File: config.mk
export PLATFORM = sky130hd
export DESIGN_NAME = danger_scheduler_flat
export DESIGN_NICKNAME = d
export VERILOG_FILES = /design/src/rtl/danger_scheduler_if.sv /design/src/rtl/danger_scheduler.sv /design/src/flat_wrapper.sv
export SDC_FILE = /design/constraint.sdc
export NUM_CORES = 1
export LEC_CHECK = 0
export ABC_AREA = 1
export BUFFER_PORTS_ARGS = -buffer_cell sky130_fd_sc_hd__buf_2
export CAP_MARGIN = 20
export CORE_ASPECT_RATIO = 1.4
export CORE_MARGIN = 5
export CORE_UTILIZATION = 58
export DETAILED_ROUTE_END_ITERATION = 7
export PLACE_DENSITY_LB_ADDON = 0.3
export SLEW_MARGIN = 10
export SYNTH_ARGS = -nofsm -noshare
export SYNTH_HDL_FRONTEND = slang
export SYNTH_SLANG_ARGS = --single-unit
File: constraint.sdc
create_clock -name clk -period 2.35 [get_ports clk]
set_input_delay 0.3525 -clock clk [delete_from_list [all_inputs] [get_ports clk]]
set_output_delay 0.3525 -clock clk [all_outputs]
set_load 0.01 [all_outputs]
File: src/rtl/danger_scheduler_if.sv
// danger_scheduler_if
//   Bundles the game-control inputs and the slot outputs of the danger scheduler.
//   master : the game/collision logic side. It drives tick/start/stop/speed/bird_en
//            and observes the slots.
//   slave  : the scheduler itself.
//   Signals:
//     tick, start, stop      one-cycle control pulses
//     speed[3:0]             pixels moved per tick
//     bird_en                0 replaces bird types with SMALL_CACTUS
//     danger_posN[9:0]       right-edge x of slot N
//     danger_typeN[2:0]      obstacle type of slot N
//     danger_enN             slot N active
//     spawn                  one-cycle pulse when a slot is loaded
//     running                high while a run is in progress
interface danger_scheduler_if;
  logic       tick;
  logic       start;
  logic       stop;
  logic [3:0] speed;
  logic       bird_en;
  logic [9:0] danger_pos1;
  logic [9:0] danger_pos2;
  logic [9:0] danger_pos3;
  logic [2:0] danger_type1;
  logic [2:0] danger_type2;
  logic [2:0] danger_type3;
  logic       danger_en1;
  logic       danger_en2;
  logic       danger_en3;
  logic       spawn;
  logic       running;

  modport master (
    output tick, start, stop, speed, bird_en,
    input  danger_pos1, danger_pos2, danger_pos3,
    input  danger_type1, danger_type2, danger_type3,
    input  danger_en1, danger_en2, danger_en3,
    input  spawn, running
  );

  modport slave (
    input  tick, start, stop, speed, bird_en,
    output danger_pos1, danger_pos2, danger_pos3,
    output danger_type1, danger_type2, danger_type3,
    output danger_en1, danger_en2, danger_en3,
    output spawn, running
  );
endinterface

File: src/rtl/danger_scheduler.sv
// danger_scheduler
//   Sequences the three obstacle slots of the danger renderer. Each processed tick
//   moves active slots left by speed, retires slots that reach the left edge and
//   spawns a new obstacle into the lowest free slot when the spawn gap expires.
//   Ports:
//     clk   system clock
//     rst   asynchronous, active-low reset
//     bus   danger_scheduler_if.slave (controls in, registered slot outputs out)
//   Parameters:
//     SPAWN_X    x coordinate of a freshly spawned obstacle
//     MIN_GAP    minimum ticks between spawns
//     FIRST_GAP  gap loaded when a run starts
//     SEED       LFSR reset/restart value
module danger_scheduler #(
  parameter logic [9:0]  SPAWN_X   = 10'd720,
  parameter int unsigned MIN_GAP   = 40,
  parameter int unsigned FIRST_GAP = 60,
  parameter logic [15:0] SEED      = 16'hACE1
) (
  input  logic              clk,
  input  logic              rst,
  danger_scheduler_if.slave bus
);

  // Gap register holds up to MIN_GAP + 31.
  localparam int GAP_W = 8;

  typedef enum logic [1:0] {
    S_IDLE   = 2'd0,
    S_RUN    = 2'd1,
    S_FROZEN = 2'd2
  } state_e;

  state_e           state_q, state_d;
  logic [9:0]       pos_q  [3];
  logic [9:0]       pos_d  [3];
  logic [2:0]       type_q [3];
  logic [2:0]       type_d [3];
  logic [2:0]       en_q, en_d;
  logic [GAP_W-1:0] gap_q, gap_d;
  logic [15:0]      lfsr_q, lfsr_d;
  logic             spawn_q, spawn_d;
  logic             running_q, running_d;

  logic [9:0]       speed_s;
  logic [2:0]       new_type_s;
  logic             placed_s;

  // Fibonacci LFSR, taps 16,14,13,11; feedback enters bit 0.
  function automatic logic [15:0] lfsr_step(input logic [15:0] v);
    return {v[14:0], v[15] ^ v[13] ^ v[12] ^ v[10]};
  endfunction

  // Random code to obstacle type; birds (0,1) fall back to SMALL_CACTUS when disabled.
  function automatic logic [2:0] map_type(input logic [2:0] r, input logic bird_ok);
    logic [2:0] t;
    case (r)
      3'd5:    t = 3'd2;
      3'd6:    t = 3'd3;
      3'd7:    t = 3'd4;
      default: t = r;
    endcase
    if (!bird_ok && (t < 3'd2)) begin
      t = 3'd2;
    end else begin
      t = t;
    end
    return t;
  endfunction

  // Next-state logic: start/stop handling, per-tick move, gap countdown and spawn.
  always_comb begin
    state_d    = state_q;
    pos_d      = pos_q;
    type_d     = type_q;
    en_d       = en_q;
    gap_d      = gap_q;
    lfsr_d     = lfsr_q;
    spawn_d    = 1'b0;
    placed_s   = 1'b0;
    speed_s    = {6'd0, bus.speed};
    new_type_s = map_type(lfsr_q[2:0], bus.bird_en);

    case (state_q)
      S_IDLE, S_FROZEN: begin
        if (bus.start) begin
          for (int i = 0; i < 3; i++) begin
            pos_d[i]  = 10'd0;
            type_d[i] = 3'd0;
          end
          en_d    = 3'b000;
          gap_d   = GAP_W'(FIRST_GAP);
          lfsr_d  = SEED;
          state_d = S_RUN;
        end else begin
          state_d = state_q;
        end
      end

      S_RUN: begin
        if (bus.stop) begin
          // stop outranks start and tick in the same cycle
          state_d = S_FROZEN;
        end else if (bus.tick) begin
          for (int i = 0; i < 3; i++) begin
            if (en_q[i]) begin
              if (pos_q[i] <= speed_s) begin
                en_d[i]  = 1'b0;
                pos_d[i] = 10'd0;
              end else begin
                pos_d[i] = pos_q[i] - speed_s;
              end
            end else begin
              en_d[i] = en_q[i];
            end
          end

          if (gap_q != '0) begin
            gap_d = gap_q - 8'd1;
          end else if (en_q != 3'b111) begin
            // Free slots are judged on en_q, so a slot retired by this tick's
            // move only becomes usable on the next tick.
            for (int i = 0; i < 3; i++) begin
              if (!en_q[i] && !placed_s) begin
                placed_s  = 1'b1;
                en_d[i]   = 1'b1;
                pos_d[i]  = SPAWN_X;
                type_d[i] = new_type_s;
              end else begin
                placed_s = placed_s;
              end
            end
            gap_d   = GAP_W'(MIN_GAP) + GAP_W'(lfsr_q[7:3]);
            spawn_d = 1'b1;
          end else begin
            // every slot busy: keep the gap at zero and retry next tick
            gap_d = gap_q;
          end

          lfsr_d = lfsr_step(lfsr_q);
        end else begin
          state_d = state_q;
        end
      end

      default: begin
        state_d = S_IDLE;
      end
    endcase

    running_d = (state_d == S_RUN);
  end

  // State and slot registers; every output comes straight from these flops.
  always_ff @(posedge clk or negedge rst) begin
    if (!rst) begin
      state_q   <= S_IDLE;
      for (int i = 0; i < 3; i++) begin
        pos_q[i]  <= 10'd0;
        type_q[i] <= 3'd0;
      end
      en_q      <= 3'b000;
      gap_q     <= GAP_W'(FIRST_GAP);
      lfsr_q    <= SEED;
      spawn_q   <= 1'b0;
      running_q <= 1'b0;
    end else begin
      state_q   <= state_d;
      pos_q     <= pos_d;
      type_q    <= type_d;
      en_q      <= en_d;
      gap_q     <= gap_d;
      lfsr_q    <= lfsr_d;
      spawn_q   <= spawn_d;
      running_q <= running_d;
    end
  end

  assign bus.danger_pos1  = pos_q[0];
  assign bus.danger_pos2  = pos_q[1];
  assign bus.danger_pos3  = pos_q[2];
  assign bus.danger_type1 = type_q[0];
  assign bus.danger_type2 = type_q[1];
  assign bus.danger_type3 = type_q[2];
  assign bus.danger_en1   = en_q[0];
  assign bus.danger_en2   = en_q[1];
  assign bus.danger_en3   = en_q[2];
  assign bus.spawn        = spawn_q;
  assign bus.running      = running_q;

endmodule

File: src/flat_wrapper.sv
// flat-port wrapper written by rule: the top's interface ports become plain ports
module danger_scheduler_flat 
#(
  parameter logic [9:0]  SPAWN_X   = 10'd720,
  parameter int unsigned MIN_GAP   = 40,
  parameter int unsigned FIRST_GAP = 60,
  parameter logic [15:0] SEED      = 16'hACE1
)
  (clk, rst, bus_tick, bus_start, bus_stop, bus_speed, bus_bird_en, bus_danger_pos1, bus_danger_pos2, bus_danger_pos3, bus_danger_type1, bus_danger_type2, bus_danger_type3, bus_danger_en1, bus_danger_en2, bus_danger_en3, bus_spawn, bus_running);
  danger_scheduler_if bus_i ();
  input  logic clk;
  input  logic rst;
  input wire logic [$bits(bus_i.tick)-1:0] bus_tick;
  input wire logic [$bits(bus_i.start)-1:0] bus_start;
  input wire logic [$bits(bus_i.stop)-1:0] bus_stop;
  input wire logic [$bits(bus_i.speed)-1:0] bus_speed;
  input wire logic [$bits(bus_i.bird_en)-1:0] bus_bird_en;
  output wire logic [$bits(bus_i.danger_pos1)-1:0] bus_danger_pos1;
  output wire logic [$bits(bus_i.danger_pos2)-1:0] bus_danger_pos2;
  output wire logic [$bits(bus_i.danger_pos3)-1:0] bus_danger_pos3;
  output wire logic [$bits(bus_i.danger_type1)-1:0] bus_danger_type1;
  output wire logic [$bits(bus_i.danger_type2)-1:0] bus_danger_type2;
  output wire logic [$bits(bus_i.danger_type3)-1:0] bus_danger_type3;
  output wire logic [$bits(bus_i.danger_en1)-1:0] bus_danger_en1;
  output wire logic [$bits(bus_i.danger_en2)-1:0] bus_danger_en2;
  output wire logic [$bits(bus_i.danger_en3)-1:0] bus_danger_en3;
  output wire logic [$bits(bus_i.spawn)-1:0] bus_spawn;
  output wire logic [$bits(bus_i.running)-1:0] bus_running;
  assign bus_i.tick = bus_tick;
  assign bus_i.start = bus_start;
  assign bus_i.stop = bus_stop;
  assign bus_i.speed = bus_speed;
  assign bus_i.bird_en = bus_bird_en;
  assign bus_danger_pos1 = bus_i.danger_pos1;
  assign bus_danger_pos2 = bus_i.danger_pos2;
  assign bus_danger_pos3 = bus_i.danger_pos3;
  assign bus_danger_type1 = bus_i.danger_type1;
  assign bus_danger_type2 = bus_i.danger_type2;
  assign bus_danger_type3 = bus_i.danger_type3;
  assign bus_danger_en1 = bus_i.danger_en1;
  assign bus_danger_en2 = bus_i.danger_en2;
  assign bus_danger_en3 = bus_i.danger_en3;
  assign bus_spawn = bus_i.spawn;
  assign bus_running = bus_i.running;
  danger_scheduler #(.SPAWN_X(SPAWN_X), .MIN_GAP(MIN_GAP), .FIRST_GAP(FIRST_GAP), .SEED(SEED)) u_core (.clk(clk), .rst(rst), .bus(bus_i));
endmodule
==> results of run 1 <==
-- final timing paths --
path / startpoint / endpoint / cells past startpoint
worst max-delay path: u_core.bus.danger_pos1[0]$_DFFE_PN0P_ / u_core.bus.danger_pos1[0]$_DFFE_PN0P_ / 10
worst min register to register: u_core.bus.danger_type1[0]$_DFFE_PN0P_ / u_core.bus.danger_type1[0]$_DFFE_PN0P_ / 2
worst max register to register: u_core.bus.danger_pos1[0]$_DFFE_PN0P_ / u_core.bus.danger_pos1[0]$_DFFE_PN0P_ / 10
min in group clk: bus_stop / u_core.bus.running$_DFF_PN0_ / 2
max in group asynchronous: rst / u_core.lfsr_q[6]$_DFFE_PN1P_ / 2
worst min-delay path: rst / u_core.bus.danger_pos1[0]$_DFFE_PN0P_ / 1
-- layout make-up --
cell class                 count  area share (%)
multi-input combinational    415            43.2
sequential                    70            36.9
timing repair buffer          59            6.74
inverter                      82            6.48
clock buffer                   9            2.59
tap                           95            2.48
clock inverter                 7            1.67
-- stage by stage --
stage / area [um^2] / cells / total power (W) / util [%]
after global placement: 4590 / 721 / 0.00237 / 65.3
after detailed placement: 4590 / 721 / 0.00241 / 65.3
after global routing: 4790 / 737 / 0.00362 / 68.2
after CTS: 4790 / 737 / 0.00342 / 68.2
final: 4790 / 737 / 0.00340 / 68.2
after floorplan: 4200 / 578 / 0.00214 / -
-- power by group --
part,internal [W],leakage (nW),switching [W],total (W)
sequential,0.00143,0.923,0.000104,0.00153
combinational,0.000298,1.62,0.000565,0.000863
clock,0.000503,0.0968,0.000507,0.00101
-- cells in the mapped netlist (2+ instances only) --
| master | number |
|---|---|
| o21ai_1 | 6 |
| xor2_1 | 8 |
| nand2_2 | 2 |
| nand3_1 | 41 |
| xnor2_1 | 6 |
| nor3_1 | 4 |
| inv_1 | 77 |
| nand2_1 | 193 |
| a22oi_1 | 4 |
| buf_2 | 5 |
| dfrtp_1 | 58 |
| dfstp_2 | 12 |
| clkbuf_1 | 4 |
| a21oi_2 | 2 |
| nand4_1 | 9 |
| o211ai_1 | 2 |
| ha_1 | 14 |
| o22ai_1 | 14 |
| nor2_1 | 41 |
| fa_1 | 3 |
| o21ai_0 | 42 |
| inv_2 | 3 |
| a21oi_1 | 16 |
| or2_2 | 2 |
-- flip-flops by register name, summed over array words and instances (netlist names) --
register                 count
u_core.gap_q                 8
u_core.bus.danger_pos3      10
u_core.state_q               2
u_core.bus.danger_type3      3
u_core.bus.spawn             1
u_core.bus.running           1
u_core.bus.danger_pos1      10
u_core.bus.danger_type2      3
u_core.bus.danger_pos2      10
u_core.lfsr_q               16
u_core.bus.danger_type1      3
u_core.en_q                  3
-- layer usage --
metal  vias up  part of all wire, %  track usage (%)
li1       1975                    -                -
met1      1895                   41             30.2
met2       152                   50             39.9
met3        21                  6.9             5.93
met4         0                  2.0             8.20
met5         -                    0                0
-- layout by cell type, fill, tap and decap left out, types with 2 or more instances in the layout --
master / Yosys / routed
or2_2: 2 / 2
a21oi_1: 16 / 16
o21ai_1: 6 / 6
nand4_1: 9 / 9
inv_6: 0 / 3
nand2_2: 2 / 2
dfrtp_1: 58 / 58
inv_1: 77 / 77
a21oi_2: 2 / 2
o21ai_0: 42 / 42
nor3_1: 4 / 4
buf_4: 1 / 5
nor2_1: 41 / 41
o22ai_1: 14 / 14
clkinvlp_4: 0 / 2
a22oi_1: 4 / 4
nand3_1: 41 / 41
fa_1: 3 / 3
inv_2: 3 / 3
xnor2_1: 6 / 6
buf_2: 5 / 53
dfstp_2: 12 / 12
clkbuf_8: 0 / 9
xor2_1: 8 / 8
o211ai_1: 2 / 2
ha_1: 14 / 14
nand2_1: 193 / 193
-- cells by family after synthesis --
group | share of synthesized area, %
flops | 42.0
xor+xnor | 2.92
buf+inv | 8.78
fa+ha+maj | 5.60
compound gates | 11.5
simple gates | 29.1
==> impl_results.md, run 1 <==
* Status: complete, but fails checks
* Violated checks: hold timing
* Synth warnings at 0
* Hold slack at -0.00893 ns
* RSZ-0062 raised after global routing: false
* DRT iter0 DRCs at 282
* GRT overflow at 0
* DRT antenna net count at 0
* Vias per std cell at 5.49
* Final wirelength at 10.1 mm
* Leak at 2.64 nW
* Skew final at 0.00779 ns
* I/O Buffers at 53
* Area of the core at 7030 um^2
* Final period utilization at 92.7%
* Max incr delay on CP at 0.38 ns
* PD cells at 711 nW/um^2
* Crit Path Max Fanout at 4
* Total CTS buffers at 9
* Syn_nets at 605
* CP Buf/Inv Count at 2
* Final Max Slew Viols at 0
* Slowest CP cell: fa_1
* Synth area leader: dfrtp_1
* Critical path, cell by cell: inv_1, ha_1, fa_1, inv_1, nand2_1, nand2_1, nand3_1, a21oi_1, nand2_1, o22ai_1
* Setup TNS at 0 ns
* VDD IR max at 0.000439 V
* Pre-CTS setup slack at 0.225 ns
* Register area at 1770 um^2
* Fmax at 459 MHz
* Most used cell along the critical path: nand2_1
* Main synth FF type: dfrtp_1
* First-pass GRT wire length at 17.7 mm
* Clock Tree Buf Depth at 2
* Fin. Hold Viols at 9
* Post-CTS Hold Buffers at 0
* Synthesized area per cell at 7.27 um^2
* Initial antenna violation count at 0
* # diodes at 0
* Die W at 82.0 um
* Routability congestion estimate at 0.934
* Top cell type's share of synthesized area at 34.5%
* Via count at 4043
* Delay-heaviest family, CP: adder cells
* Pin slew with the least headroom to its limit at 0.572 ns
* Cts repair resizes at 0
* Synth async-reset ratio at 100%
* CTS Sinks at 70
* # setup viols final at 0
* Row count at 36
* Synth Instances at 578
* Largest net degree at the start of global routing at 49
* Seq/Total Area, Yosys at 42.0%
* R2R Setup Slk at 0.17 ns
* #FFs+latches synth at 70
* Slew Limit Headroom at 61.9%
* First-pass iteration count of the detailed router at 5
* DP HPWL at 7.48 mm
* Hold WC Path Type: in2async
* Fin worst setup slack at 0.172 ns
* Clock Tree Root: clkbuf_8
* Max cap viols at 0
* Crit Path Class: reg2reg
* Multi-input gate area at 2070 um^2
* Fillers at 622
* Synth Cell Area at 4200 um^2
* Final Net Count at 664
* Remaining routing DRC violations at 0
* Number of enable flip-flop cells after synthesis at 0
* Drt wl/cell at 13.7 um
* IO Pins at 54
* Largest cells by area after synthesis: dfrtp_1 35%, nand2_1 17%, dfstp_2 7.5%
* Postcts setup bufs at 0
* Synth cell types at 34
* Overall global routing resource usage at 24.2%
* Worst Setup End Kind: flip-flop
* CTS tree: done
* H-tree levels at 3
* Post-layout minimum cycle time at 2.18 ns
* Vias in the first global route at 4050
* Worst-path clk slew at 0.08 ns
* Clock latency on the worst-skew pair at 0.35 ns
* WP data required at 2.62 ns
* Share of post-route cells with drive strength above 1 at 15.6%
* Worst Setup Start Kind: flip-flop
* Die Ht at 111 um
* Crit path DAT at 2.45 ns
* Die Area at 9080 um^2
* Initial Utilization at 59.8%
* P&R area growth vs syn at 14.0%
No activity file was read; power rests on OpenSTA's default activity.
==> run 2: changes to the inputs <==
- clock period: 2.35 -> 2.5 ns (I/O delays scaled with it)
==> run 2 against run 1 <==
  * The flow now finishes without violations
  * Utilization up 0.089 points
  * First-iteration DRC count fell by 14%
  * Critical path depth rose by 1
  * Largest power group unchanged
  * Worst setup slack gained 0.20 ns
  * Cell area rose by 0.13%
  * Combinational power shrank 6.0%
==> impl_results.md, run 2 (synthesized netlist as in run 1, its figures left out) <==
* PD cells at 680 nW/um^2 (-4.3%)
* CP Launch Point: u_core.gap_q[0]$_DFFE_PN0P_
* Vias in the first global route at 3904 (-3.6%)
* Metal-1 WL at 4.39 mm (+5.1%)
* Commonest non-fill, non-tap cell in the layout: nand2_1
* Fmax at 469 MHz (+2.2%)
* Slew Limit Headroom at 57.1% (-4.8 points)
* GRT overflow at 0 (unchanged)
* H-tree levels at 3 (unchanged)
* DRT antenna net count at 0 (unchanged)
* Worst Setup Start Kind: flip-flop
* Max cap viols at 0 (unchanged)
* Fillers at 642 (+3.2%)
* Hold WC Path Type: in2async
* Die W at 82.0 um (unchanged)
* Final period utilization at 85.3% (-7.4 points)
* Initial Utilization at 59.8% (unchanged)
* Postcts setup bufs at 0 (unchanged)
* R2r worst-path depth at 11 (+1)
* Pin slew with the least headroom to its limit at 0.643 ns (+0.0716 ns)
* Top layer in use: met4
* Setup TNS at 0 ns (unchanged)
* CTS Sinks at 70 (unchanged)
* DRT iter0 DRCs at 243 (-14%)
* Skew final at 0.0103 ns (+0.00249 ns)
* WP data required at 2.74 ns (+0.12 ns)
* R2r startpoint: u_core.gap_q[0]$_DFFE_PN0P_
* Critical path destination: u_core.bus.danger_pos2[1]$_DFFE_PN0P_
* Leak at 2.64 nW (+0.16%)
* Crit Path Max Fanout at 7 (+3)
* Worst Setup End Kind: flip-flop
* Initial antenna violation count at 0 (unchanged)
* Remaining routing DRC violations at 0 (unchanged)
* Cts repair resizes at 0 (unchanged)
* Post-CTS Hold Buffers at 0 (unchanged)
* Final Non-Filler Cells at 736 (-0.14%)
* DP HPWL at 7.62 mm (+1.9%)
* Placement Cell Area at 4580 um^2 (-0.16%)
* # setup viols final at 0 (unchanged)
* IO Pins at 54 (unchanged)
* Final wirelength at 10.5 mm (+3.7%)
* # diodes at 0 (unchanged)
* Most frequent cells in the layout: 193 x nand2_1, 77 x inv_1, 58 x dfrtp_1, 53 x buf_2, 42 x o21ai_0
* Share of post-route cells with drive strength above 1 at 15.1% (-0.44 points)
* P&R area growth vs syn at 14.1%
* FF-to-FF End: u_core.bus.danger_pos2[1]$_DFFE_PN0P_
* Overall global routing resource usage at 24.8% (+0.64 points)
* Final Net Count at 663 (-0.15%)
* Row count at 36 (unchanged)
* Met3 wire length at 628 um (-11%)
* CTS tree: done
* I/O Buffers at 53 (unchanged)
* Worst-path clk slew at 0.08 ns (about the same)
* Hold slack at 0.0421 ns (+0.0511 ns)
* Crit path DAT at 2.37 ns (-0.08 ns)
* Routability congestion estimate at 0.900 (-3.7%)
* Crit Path Class: reg2reg
* Total CTS buffers at 9 (unchanged)
* Largest net degree at the start of global routing at 29 (-41%)
* Via count at 4022 (-0.52%)
* Vias per std cell at 5.46 (-0.38%)
* Cell total after placement at 720 (-0.14%)
* Clock Tree Root: clkbuf_8
* Post-route cell area at 4800 um^2 (+0.13%)
* Clock latency on the worst-skew pair at 0.36 ns (about the same)
* Final Max Slew Viols at 0 (unchanged)
* VDD IR max at 0.000454 V (+3.4%)
* Area of the core at 7030 um^2 (unchanged)
* Die Ht at 111 um (unchanged)
* Metal2 WL at 5.12 mm (+1.8%)
* First-pass GRT wire length at 17.6 mm (-0.20%)
* Pwr Total at 0.00326 W (-4.2%)
* Status: completed
* Drt wl/cell at 14.3 um (+3.8%)
* Clock Tree Buf Depth at 2 (unchanged)
* Fin. Hold Viols at 0 (-9)
* First-pass iteration count of the detailed router at 5 (unchanged)
* Number of flip-flops in the largest register at 16 (unchanged)
* Post-layout minimum cycle time at 2.13 ns (-0.0462 ns)
* Die Area at 9080 um^2 (unchanged)
* R2R Setup Slk at 0.37 ns (+0.20 ns)
* Reg with most FFs: u_core.lfsr_q
* RSZ-0062 raised after global routing: false
run 2: worst max-delay path, stage by stage (launching register included):
cell and delay [ns]:
dfrtp_1 0.39, inv_1 0.12, ha_1 0.21, nand2_1 0.06
inv_1 0.06, nand2_1 0.10, nor2_2 0.29, nand3_1 0.27
nand3_1 0.22, inv_1 0.11, o211ai_1 0.09, nand2_1 0.08
run 2: worst min path at each step:
stage,endpoint,cells past startpoint,slack (ns),from
floorplan,u_core.bus.danger_pos1[0]$_DFFE_PN0P_,0,0.08,rst
global placement,u_core.bus.danger_pos1[1]$_DFFE_PN0P_,1,0.42,rst
detailed placement,u_core.bus.danger_pos1[0]$_DFFE_PN0P_,1,0.44,rst
CTS,u_core.bus.danger_pos3[4]$_DFFE_PN0P_,1,0.05,rst
global route,u_core.bus.danger_pos3[5]$_DFFE_PN0P_,1,0.08,rst
finish,u_core.bus.danger_pos2[0]$_DFFE_PN0P_,1,0.04,rst
run 2: metal layers:
metal | vias up | global-route usage (%)
li1 | 1960 | -
met1 | 1887 | 31.8
met2 | 142 | 39.3
met3 | 33 | 3.90
met4 | 0 | 13.3
met5 | - | 0
run 2: power by group:
group / switching, W / leakage, nW / internal, W / total (W)
clock network: 0.000422 / 0.107 / 0.000588 / 0.00101
logic: 0.000536 / 1.61 / 0.000275 / 0.000811
registers: 0.0000988 / 0.923 / 0.00134 / 0.00144
run 2: per-stage QoR:
step	util, %	worst slack (ns)
2_1_floorplan	-	0.624
3_3_place_gp	65.2	0.420
3_5_place_dp	65.2	0.373
4_1_cts	68.3	0.412
5_1_grt	68.3	0.195
6_report	68.3	0.369
run 2: area by class of cell:
type                            instances  area (um^2)  share of cell area [%]
Multi-Input combinational cell        415         2070                    43.1
Sequential cell                        70         1770                    36.8
Timing Repair Buffer                   58          315                    6.57
Inverter                               82          310                    6.47
Clock buffer                           12          145                    3.03
Tap cell                               95          119                    2.48
Clock inverter                          4         72.6                    1.51
